<file path="config.mk">
export PLATFORM = sky130hd
export DESIGN_NAME = isr_pipe_sqrt
export DESIGN_NICKNAME = d
export VERILOG_FILES = /design/src/rtl/isr_pkg.sv /design/src/rtl/isr_digit_step.sv /design/src/rtl/isr_pipe_sqrt.sv
export SDC_FILE = /design/constraint.sdc
export NUM_CORES = 1
export LEC_CHECK = 0
export BUFFER_PORTS_ARGS = -buffer_cell sky130_fd_sc_hd__buf_2
export CAP_MARGIN = 25
export CELL_PAD_IN_SITES_DETAIL_PLACEMENT = 0
export CELL_PAD_IN_SITES_GLOBAL_PLACEMENT = 1
export CORE_UTILIZATION = 49
export DETAILED_ROUTE_END_ITERATION = 10
export PLACE_DENSITY = 0.94
export RECOVER_POWER = 25
export SLEW_MARGIN = 15
export SYNTH_ARGS = -nofsm -noshare
export SYNTH_HDL_FRONTEND = slang
export SYNTH_SLANG_ARGS = --single-unit
export TNS_END_PERCENT = 30
</file>
<file path="constraint.sdc">
create_clock -name i_clock -period 9.6 [get_ports i_clock]
set_input_delay 1.92 -clock i_clock [delete_from_list [all_inputs] [get_ports i_clock]]
set_output_delay 1.92 -clock i_clock [all_outputs]
set_load 0.01 [all_outputs]
</file>
<file path="src/rtl/isr_pkg.sv">
// Shared types and elaboration helpers for the iterative integer square root unit.
// Used by isr_pipe_sqrt (optional remainder output controlled by ISR_REMAINDER_EN).
package isr_pkg;

    typedef enum logic [1:0] {IDLE, CALC, DONE} isr_state_t;

    // Bit n set means BITS_PER_CYCLE == n is supported (1, 2 and 4).
    localparam logic [4:0] ISR_BPC_LEGAL_MASK = 5'b10110;

    function automatic int unsigned isr_steps(input int unsigned width, input int unsigned bpc);
        return width / (2 * bpc);
    endfunction

    function automatic bit isr_bpc_legal(input int unsigned bpc);
        return (bpc < 5) && ISR_BPC_LEGAL_MASK[bpc[2:0]];
    endfunction

    function automatic bit isr_cfg_ok(input int unsigned width, input int unsigned bpc);
        if (width < 4 || (width % 2) != 0 || !isr_bpc_legal(bpc)) begin
            return 1'b0;
        end
        return (isr_steps(width, bpc) * 2 * bpc) == width;
    endfunction

endpackage

</file>
<file path="src/rtl/isr_digit_step.sv">
// One restoring square-root digit step: brings in two radicand bits and resolves one root bit.
// Purely combinational; chained BITS_PER_CYCLE times inside isr_pipe_sqrt.
module isr_digit_step #(
    parameter int unsigned WIDTH = 64
) (
    input  logic [WIDTH/2+1:0] i_rem,
    input  logic [WIDTH/2-1:0] i_root,
    input  logic [1:0]         i_bits,
    output logic [WIDTH/2+1:0] o_rem,
    output logic [WIDTH/2-1:0] o_root
);

    localparam int unsigned HW = WIDTH / 2;
    localparam int unsigned RW = HW + 2;

    logic [RW-1:0] w_r;
    logic [RW-1:0] w_t;
    logic          w_ge;

    // rem stays <= 2*root, so the bits dropped by the shift are always zero.
    assign w_r    = RW'({i_rem, i_bits});
    assign w_t    = {i_root, 2'b01};
    assign w_ge   = (w_r >= w_t);
    assign o_rem  = w_ge ? (w_r - w_t) : w_r;
    assign o_root = {i_root[HW-2:0], w_ge};

endmodule

</file>
<file path="src/rtl/isr_pipe_sqrt.sv">
// Iterative floor(sqrt(value)) with start/busy/done handshake, BITS_PER_CYCLE root bits per clock.
// Define ISR_REMAINDER_EN to expose o_remainder = value - result^2.
module isr_pipe_sqrt
    import isr_pkg::*;
#(
    parameter int unsigned WIDTH          = 64,
    parameter int unsigned BITS_PER_CYCLE = 1
) (
    input  logic               i_clock,
    input  logic               i_reset,
    input  logic               i_start,
    input  logic [WIDTH-1:0]   i_value,
    output logic               o_busy,
    output logic               o_done,
    output logic [WIDTH/2-1:0] o_result
`ifdef ISR_REMAINDER_EN
    ,
    output logic [WIDTH/2:0]   o_remainder
`endif
);

    localparam int unsigned HW    = WIDTH / 2;
    localparam int unsigned RW    = HW + 2;
    localparam int unsigned STEPS = isr_steps(WIDTH, BITS_PER_CYCLE);
    localparam int unsigned CNT_W = $clog2(STEPS) + 1;
    localparam logic [CNT_W-1:0] LAST_CNT = CNT_W'(STEPS - 1);

    if (!isr_cfg_ok(WIDTH, BITS_PER_CYCLE)) begin : g_bad_cfg
        $error("isr_pipe_sqrt: WIDTH must be even and >= 4, BITS_PER_CYCLE in {1,2,4} dividing WIDTH/2");
    end

    isr_state_t       r_state, w_state_d;
    logic [WIDTH-1:0] r_rad, w_rad_d;
    logic [RW-1:0]    r_rem, w_rem_d;
    logic [HW-1:0]    r_root, w_root_d;
    logic [CNT_W-1:0] r_cnt, w_cnt_d;
    logic [HW-1:0]    r_result, w_result_d;
`ifdef ISR_REMAINDER_EN
    logic [HW:0]      r_remainder, w_remainder_d;
`endif

    logic [RW-1:0] w_rem_c  [BITS_PER_CYCLE+1];
    logic [HW-1:0] w_root_c [BITS_PER_CYCLE+1];

    assign w_rem_c[0]  = r_rem;
    assign w_root_c[0] = r_root;

    for (genvar k = 0; k < BITS_PER_CYCLE; k++) begin : g_step
        isr_digit_step #(
            .WIDTH(WIDTH)
        ) u_step (
            .i_rem  (w_rem_c[k]),
            .i_root (w_root_c[k]),
            .i_bits (r_rad[WIDTH-1-2*k -: 2]),
            .o_rem  (w_rem_c[k+1]),
            .o_root (w_root_c[k+1])
        );
    end

    always_comb begin
        w_state_d  = r_state;
        w_rad_d    = r_rad;
        w_rem_d    = r_rem;
        w_root_d   = r_root;
        w_cnt_d    = r_cnt;
        w_result_d = r_result;
`ifdef ISR_REMAINDER_EN
        w_remainder_d = r_remainder;
`endif
        unique case (r_state)
            IDLE, DONE: begin
                if (i_start) begin
                    w_state_d = CALC;
                    w_rad_d   = i_value;
                    w_rem_d   = '0;
                    w_root_d  = '0;
                    w_cnt_d   = '0;
                end
            end
            CALC: begin
                w_rad_d  = r_rad << (2 * BITS_PER_CYCLE);
                w_rem_d  = w_rem_c[BITS_PER_CYCLE];
                w_root_d = w_root_c[BITS_PER_CYCLE];
                w_cnt_d  = r_cnt + 1'b1;
                // Final chain output goes straight to the result so done lands on edge t0+STEPS.
                if (r_cnt == LAST_CNT) begin
                    w_state_d  = DONE;
                    w_result_d = w_root_c[BITS_PER_CYCLE];
`ifdef ISR_REMAINDER_EN
                    w_remainder_d = w_rem_c[BITS_PER_CYCLE][HW:0];
`endif
                end
            end
            default: w_state_d = IDLE;
        endcase
    end

    always_ff @(posedge i_clock or posedge i_reset) begin
        if (i_reset) begin
            r_state  <= IDLE;
            r_rad    <= '0;
            r_rem    <= '0;
            r_root   <= '0;
            r_cnt    <= '0;
            r_result <= '0;
`ifdef ISR_REMAINDER_EN
            r_remainder <= '0;
`endif
        end else begin
            r_state  <= w_state_d;
            r_rad    <= w_rad_d;
            r_rem    <= w_rem_d;
            r_root   <= w_root_d;
            r_cnt    <= w_cnt_d;
            r_result <= w_result_d;
`ifdef ISR_REMAINDER_EN
            r_remainder <= w_remainder_d;
`endif
        end
    end

    assign o_busy   = (r_state == CALC);
    assign o_done   = (r_state == DONE);
    assign o_result = r_result;
`ifdef ISR_REMAINDER_EN
    assign o_remainder = r_remainder;
`endif

endmodule
</file>
=== Word-level counts from Yosys, hierarchy flattened ===
Index checks and enable logic that the tools add are counted.

* Input port bits: 67
* Bits in registers: 168
* Output and inout port bits: 34
* Word-level logic and storage cells: 32

* $lt $le $gt $ge: 1
* Equality and inequality tests: 5
* Muxes and demuxes: 12
* Add/subtract/negate cells: 2
* Reductions and logical operators: 6

{| class="wikitable"
|+ Operators by type and width
! kind !! number
|-
| one-hot mux 32 bit (2 select lines) || 2
|-
| one-hot mux 64 bit (2 select lines) || 1
|-
| two-way mux 32 bit || 3
|-
| two-way mux 64 bit || 1
|-
| >= comparator 34 bit || 1
|-
| subtractor 32 bit || 1
|-
| one-hot mux 6 bit (2 select lines) || 1
|-
| adder 6 x 1 -> 6 bit (second input constant) || 1
|-
| equality test 6 x 5 -> 1 bit (second input constant) || 1
|-
| two-way mux 6 bit || 1
|-
| AND reduction 2 bit || 3
|-
| two-way mux 2 bit || 2
|-
| one-hot mux 2 bit (2 select lines) || 1
|-
| equality test 2 x 1 -> 1 bit (second input constant) || 1
|-
| equality test 2 bit (second input constant) || 1
|-
| zero test 2 bit || 1
|-
| != test 2 x 1 -> 1 bit (second input constant) || 1
|-
| != test 2 bit (second input constant) || 1
|-
| nonzero test 2 bit || 1
|-
| OR reduction 2 bit || 1
|}

=== Logic depth before layout (Yosys ltp) ===
* Word-level depth: 4
* Gate-level depth with buffers: 13
* Depth with buffers taken out: 10

=== By module ===
From an unflattened synthesis, not the netlist that was laid out.

* Cell total of the unflattened synthesis: 907
* Area, all modules: 9,054.9 um^2

{| class="wikitable"
|+ Modules (own cells, without submodules)
! module !! times used !! seq. area each (um^2) !! area each (um^2) !! cells an instance
|-
| isr_pipe_sqrt || 1 || 4,254.1 || 6,638.9 || 532
|-
| isr_digit_step || 1 || 0.0 || 2,416.1 || 375
|}

=== Worst setup path after synthesis ===
No wires, ideal clock.

* Path kind: reg-to-output
* Start point: register r_state[1]
* End point: output o_busy
* Cell stages (with the launch flop): 5
* Arrival time: 1.079 ns
* Buffers on the path: 2
* Slack: 6.601 ns
* Required time: 7.680 ns
* Path through: dfrtp_1 > nand2b_1 > clkbuf_1 > inv_2 > clkbuf_1

* Word-level cells in the longest chain between the ends: 1

{| class="wikitable"
|+ RTL lines
! what !! RTL line !! text
|-
| start: declaration || isr_pipe_sqrt.sv:32 || <nowiki>isr_state_t r_state, w_state_d;</nowiki>
|-
| start signal: assignment || isr_pipe_sqrt.sv:110 || <nowiki>r_state <= w_state_d;</nowiki>
|-
| equality test 2 x 1 -> 1 bit || isr_pipe_sqrt.sv:122 || <nowiki>assign o_busy = (r_state == CALC);</nowiki>
|-
| end: declaration || isr_pipe_sqrt.sv:13 || <nowiki>output logic o_busy,</nowiki>
|}

Every way passes these cells.

=== Worst setup path after layout ===
* Start point: register r_state[0]
* End point: output o_busy

The elaborated chain is that of the path after synthesis.

==> flow_summary.toml <==
[sta]
tightest_slew_ns = 3.847
rsz0062_at_grt = "false"
final-setup-viol-count = 0
relSlewSlack_pct = -157.9
fin_crit_sh_pct = 50.63
tns_ns = 0
slew_violations = 154
hold_viol_final = 0
fin_crit_ns = 4.860
fmax_mhz = 205.8
whs_ns = 0.4774
skew_ns = 0.01037

[final_layout]
fillers = 1542
area_growth_pct = 14.16
stdcell_count = 1224
drive_gt1_share_pct = 18.02
fin_util_pct = 57.17
fin_nets = 1088
final_area_sq_um = 9854
diodes = 0

[setup_path]
path_class = "reg2out"
start_kind = "register"
cp-end-kind = "output port"
cp_cell_sequence = "nand2b_2, clkbuf_1, inv_2, buf_2"
cp_top_family = "buffers and inverters"
cp.arrival_ns = 2.94
worstPathRequired_ns = 7.68
crit_fanout = 62
cpMaxStageDelayCell = "clkbuf_1"
cp_slowest_stage_delay_ns = 1.72
cp_num_buf_inv = 3

[global_routing]
use_met3_pct = 6.194
grt_pass1_wl_microns = 32680
busiest_layer = "met2"
overflow = 0
antenna_found_initial = 0
grt_use_total_pct = 22.42
use_met1_pct = 29.86
met2_usage_pct = 35.94
grt_max_degree = 91
grt_pass1_vias = 6749

[power]
p_leak_nw = 4.646
ir_drop_v = 0.0001555
powerDensity_nw_per_um2 = 339.1

[placed_design]
numPortBuffers = 100
dp_hpwl_microns = 12550
gp_congestion = 0.8560
dpl-instance-area_sq_um = 9271
dp.cells = 1191

[cts]
cts_resized = 0
clk_latency_ns = 0.44
numCtsBuffers = 17
cts_setup_buffers = 0
htreeDepth = 4
cts_tree = "done"
cts_hold_buf = 0
numClockSinks = 168
clockRootBuffer = "clkbuf_16"
cts_buffer_depth = 2
clk_transition_reported_paths_ns = 0.07

[route]
vias = 6891
vias_per_cell = 5.630
ant_nets = 0
wl_per_cell_microns = 15.44
drt-total-wl_microns = 18900
drt_pass1_iterations = 5
drtIter0Drc = 484
drc = 0

[logic_synthesis]
yosys_warnings = 0
synth_cells = 912
syn_area_per_cell_sq_um = 9.465
synth_ff_type = "dfrtp_1"
synth-seq-cells = 168
ys_types = 54
yosysSeqAreaShare_pct = 48.70
synth_edf_count = 0
synthArstFlopShare_pct = 100.0
netlist_area_sq_um = 8632
syn-num-nets = 1014

[die]
std_cell_rows = 48
fp.dieArea_sq_um = 18150
start_util_pct = 50.08
fp.dieW_microns = 134.7
fp.dieH_microns = 134.7
ios = 101
coreArea_sq_um = 17240

[run_status]
status = "finished, violations left"
violations = "capacitance limit, slew limit"

[min_path]
hp-class = "reg2reg"

[job]
cap_violations = 2
## per-stage QoR
stage | power (mW) | worst slack, ns
after global placement | 2.633 | 5.890
after CTS | 3.356 | 5.950
final | 3.342 | 4.740
after detailed placement | 2.673 | 5.880
after floorplan | 2.354 | 3.133
after global routing | 3.628 | 4.261
## flip-flops by register name, summed over array words and instances (netlist names)
name and count:
o_result 32, r_rad 64, r_state 2, r_cnt 6
r_rem 32, r_root 32
## path summary, 6_finish.rpt
check,start,endpoint,slack [ns],depth (start not counted)
setup / recovery,r_state[0]$_DFFE_PP0P_,o_busy,4.74,4
hold / removal,r_rad[14]$_DFFE_PP0P_,r_rad[14]$_DFFE_PP0P_,0.48,2
setup reg to reg,r_state[0]$_DFFE_PP0P_,r_rem[21]$_DFFE_PP0P_,5.50,8
hold reg to reg,r_rad[14]$_DFFE_PP0P_,r_rad[14]$_DFFE_PP0P_,0.48,2
max in group asynchronous,i_reset,r_root[14]$_DFFE_PP0P_,5.00,4
min in group asynchronous,i_reset,r_rad[31]$_DFFE_PP0P_,2.63,2
## per-layer routing
layer	vias up	wire [microns]	part of all wire [%]
li1	3367	-	-
met1	3360	8928	47
met2	147	8760	46
met3	17	1005	5.3
met4	0	208	1.1
met5	-	0	0
## cell type report
cell class | count | area [sq um] | area share, %
flip-flops and latches | 168 | 4204 | 42.66
multi-input cells | 643 | 4034 | 40.93
repair buffers | 110 | 583.1 | 5.917
clock buffers | 17 | 425.4 | 4.317
well taps | 225 | 281.5 | 2.857
inverters | 46 | 173.9 | 1.765
clock inverters | 15 | 152.6 | 1.549
## cell usage after synthesis, drive strengths merged (4+ instances only)
cell	count	share of area, %
o311ai	10	1.0
o21a	6	0.52
nor2	25	1.1
and3	4	0.29
a21oi	31	1.8
nand3	18	1.1
o21ai	79	4.6
inv	46	2.0
a32oi	10	1.0
nand2b	6	0.43
o31ai	5	0.43
o211ai	5	0.43
ha	35	5.1
a21o	10	0.87
xnor2	13	1.3
a22oi	60	5.2
clkbuf	47	2.0
xor2	13	1.3
or3	4	0.29
nand4	12	0.87
nor3	7	0.41
a221o	4	0.46
mux2i	13	1.5
nand2	205	8.9
o21bai	5	0.43
dfrtp	168	49
mux2	31	4.0
buf	8	0.72
## power breakdown
| group | internal (mW) | total (mW) | switching, mW |
|---|---|---|---|
| sequential | 0.954 | 1.12 | 0.162 |
| clock | 0.346 | 0.667 | 0.321 |
| combinational | 0.667 | 1.56 | 0.892 |
## cells in the final DEF (no fill, tap or decap), drive strengths merged, types with 3 or more instances in the layout
| cell type | netlist | routed |
|---|---|---|
| inv | 46 | 54 |
| nor3 | 7 | 7 |
| a22oi | 60 | 60 |
| ha | 35 | 35 |
| nand2 | 205 | 205 |
| nor2 | 25 | 25 |
| mux2i | 13 | 13 |
| mux2 | 31 | 31 |
| xor2 | 13 | 13 |
| o21bai | 5 | 5 |
| o21a | 6 | 6 |
| o311ai | 10 | 10 |
| nand2b | 6 | 6 |
| nor2b | 3 | 3 |
| a221o | 4 | 4 |
| or2 | 3 | 3 |
| xnor2 | 13 | 13 |
| nand4 | 12 | 12 |
| nand3 | 18 | 18 |
| a22o | 3 | 3 |
| and2 | 3 | 3 |
| and3 | 4 | 4 |
| or3 | 4 | 4 |
| a21oi | 31 | 31 |
| o31ai | 5 | 5 |
| a32oi | 10 | 10 |
| dfrtp | 168 | 168 |
| a21o | 10 | 10 |
| buf | 8 | 106 |
| clkinv | 0 | 5 |
| clkbuf | 47 | 21 |
| a221oi | 3 | 3 |
| o211ai | 5 | 5 |
| o21ai | 79 | 79 |
## logic make-up after synthesis
logic type / synth area share (%)
buf+inv: 4.769
compound gates: 18.68
fa+ha+maj: 5.073
mux: 5.551
xor+xnor: 2.638
simple gates: 14.58
flops: 48.70
## worst min-delay path: stages, from the launching register on
cell and delay [ns]:
dfrtp_1 0.34, nand2_1 0.05, nand2_1 0.05
(Power assumes the default switching activity.)
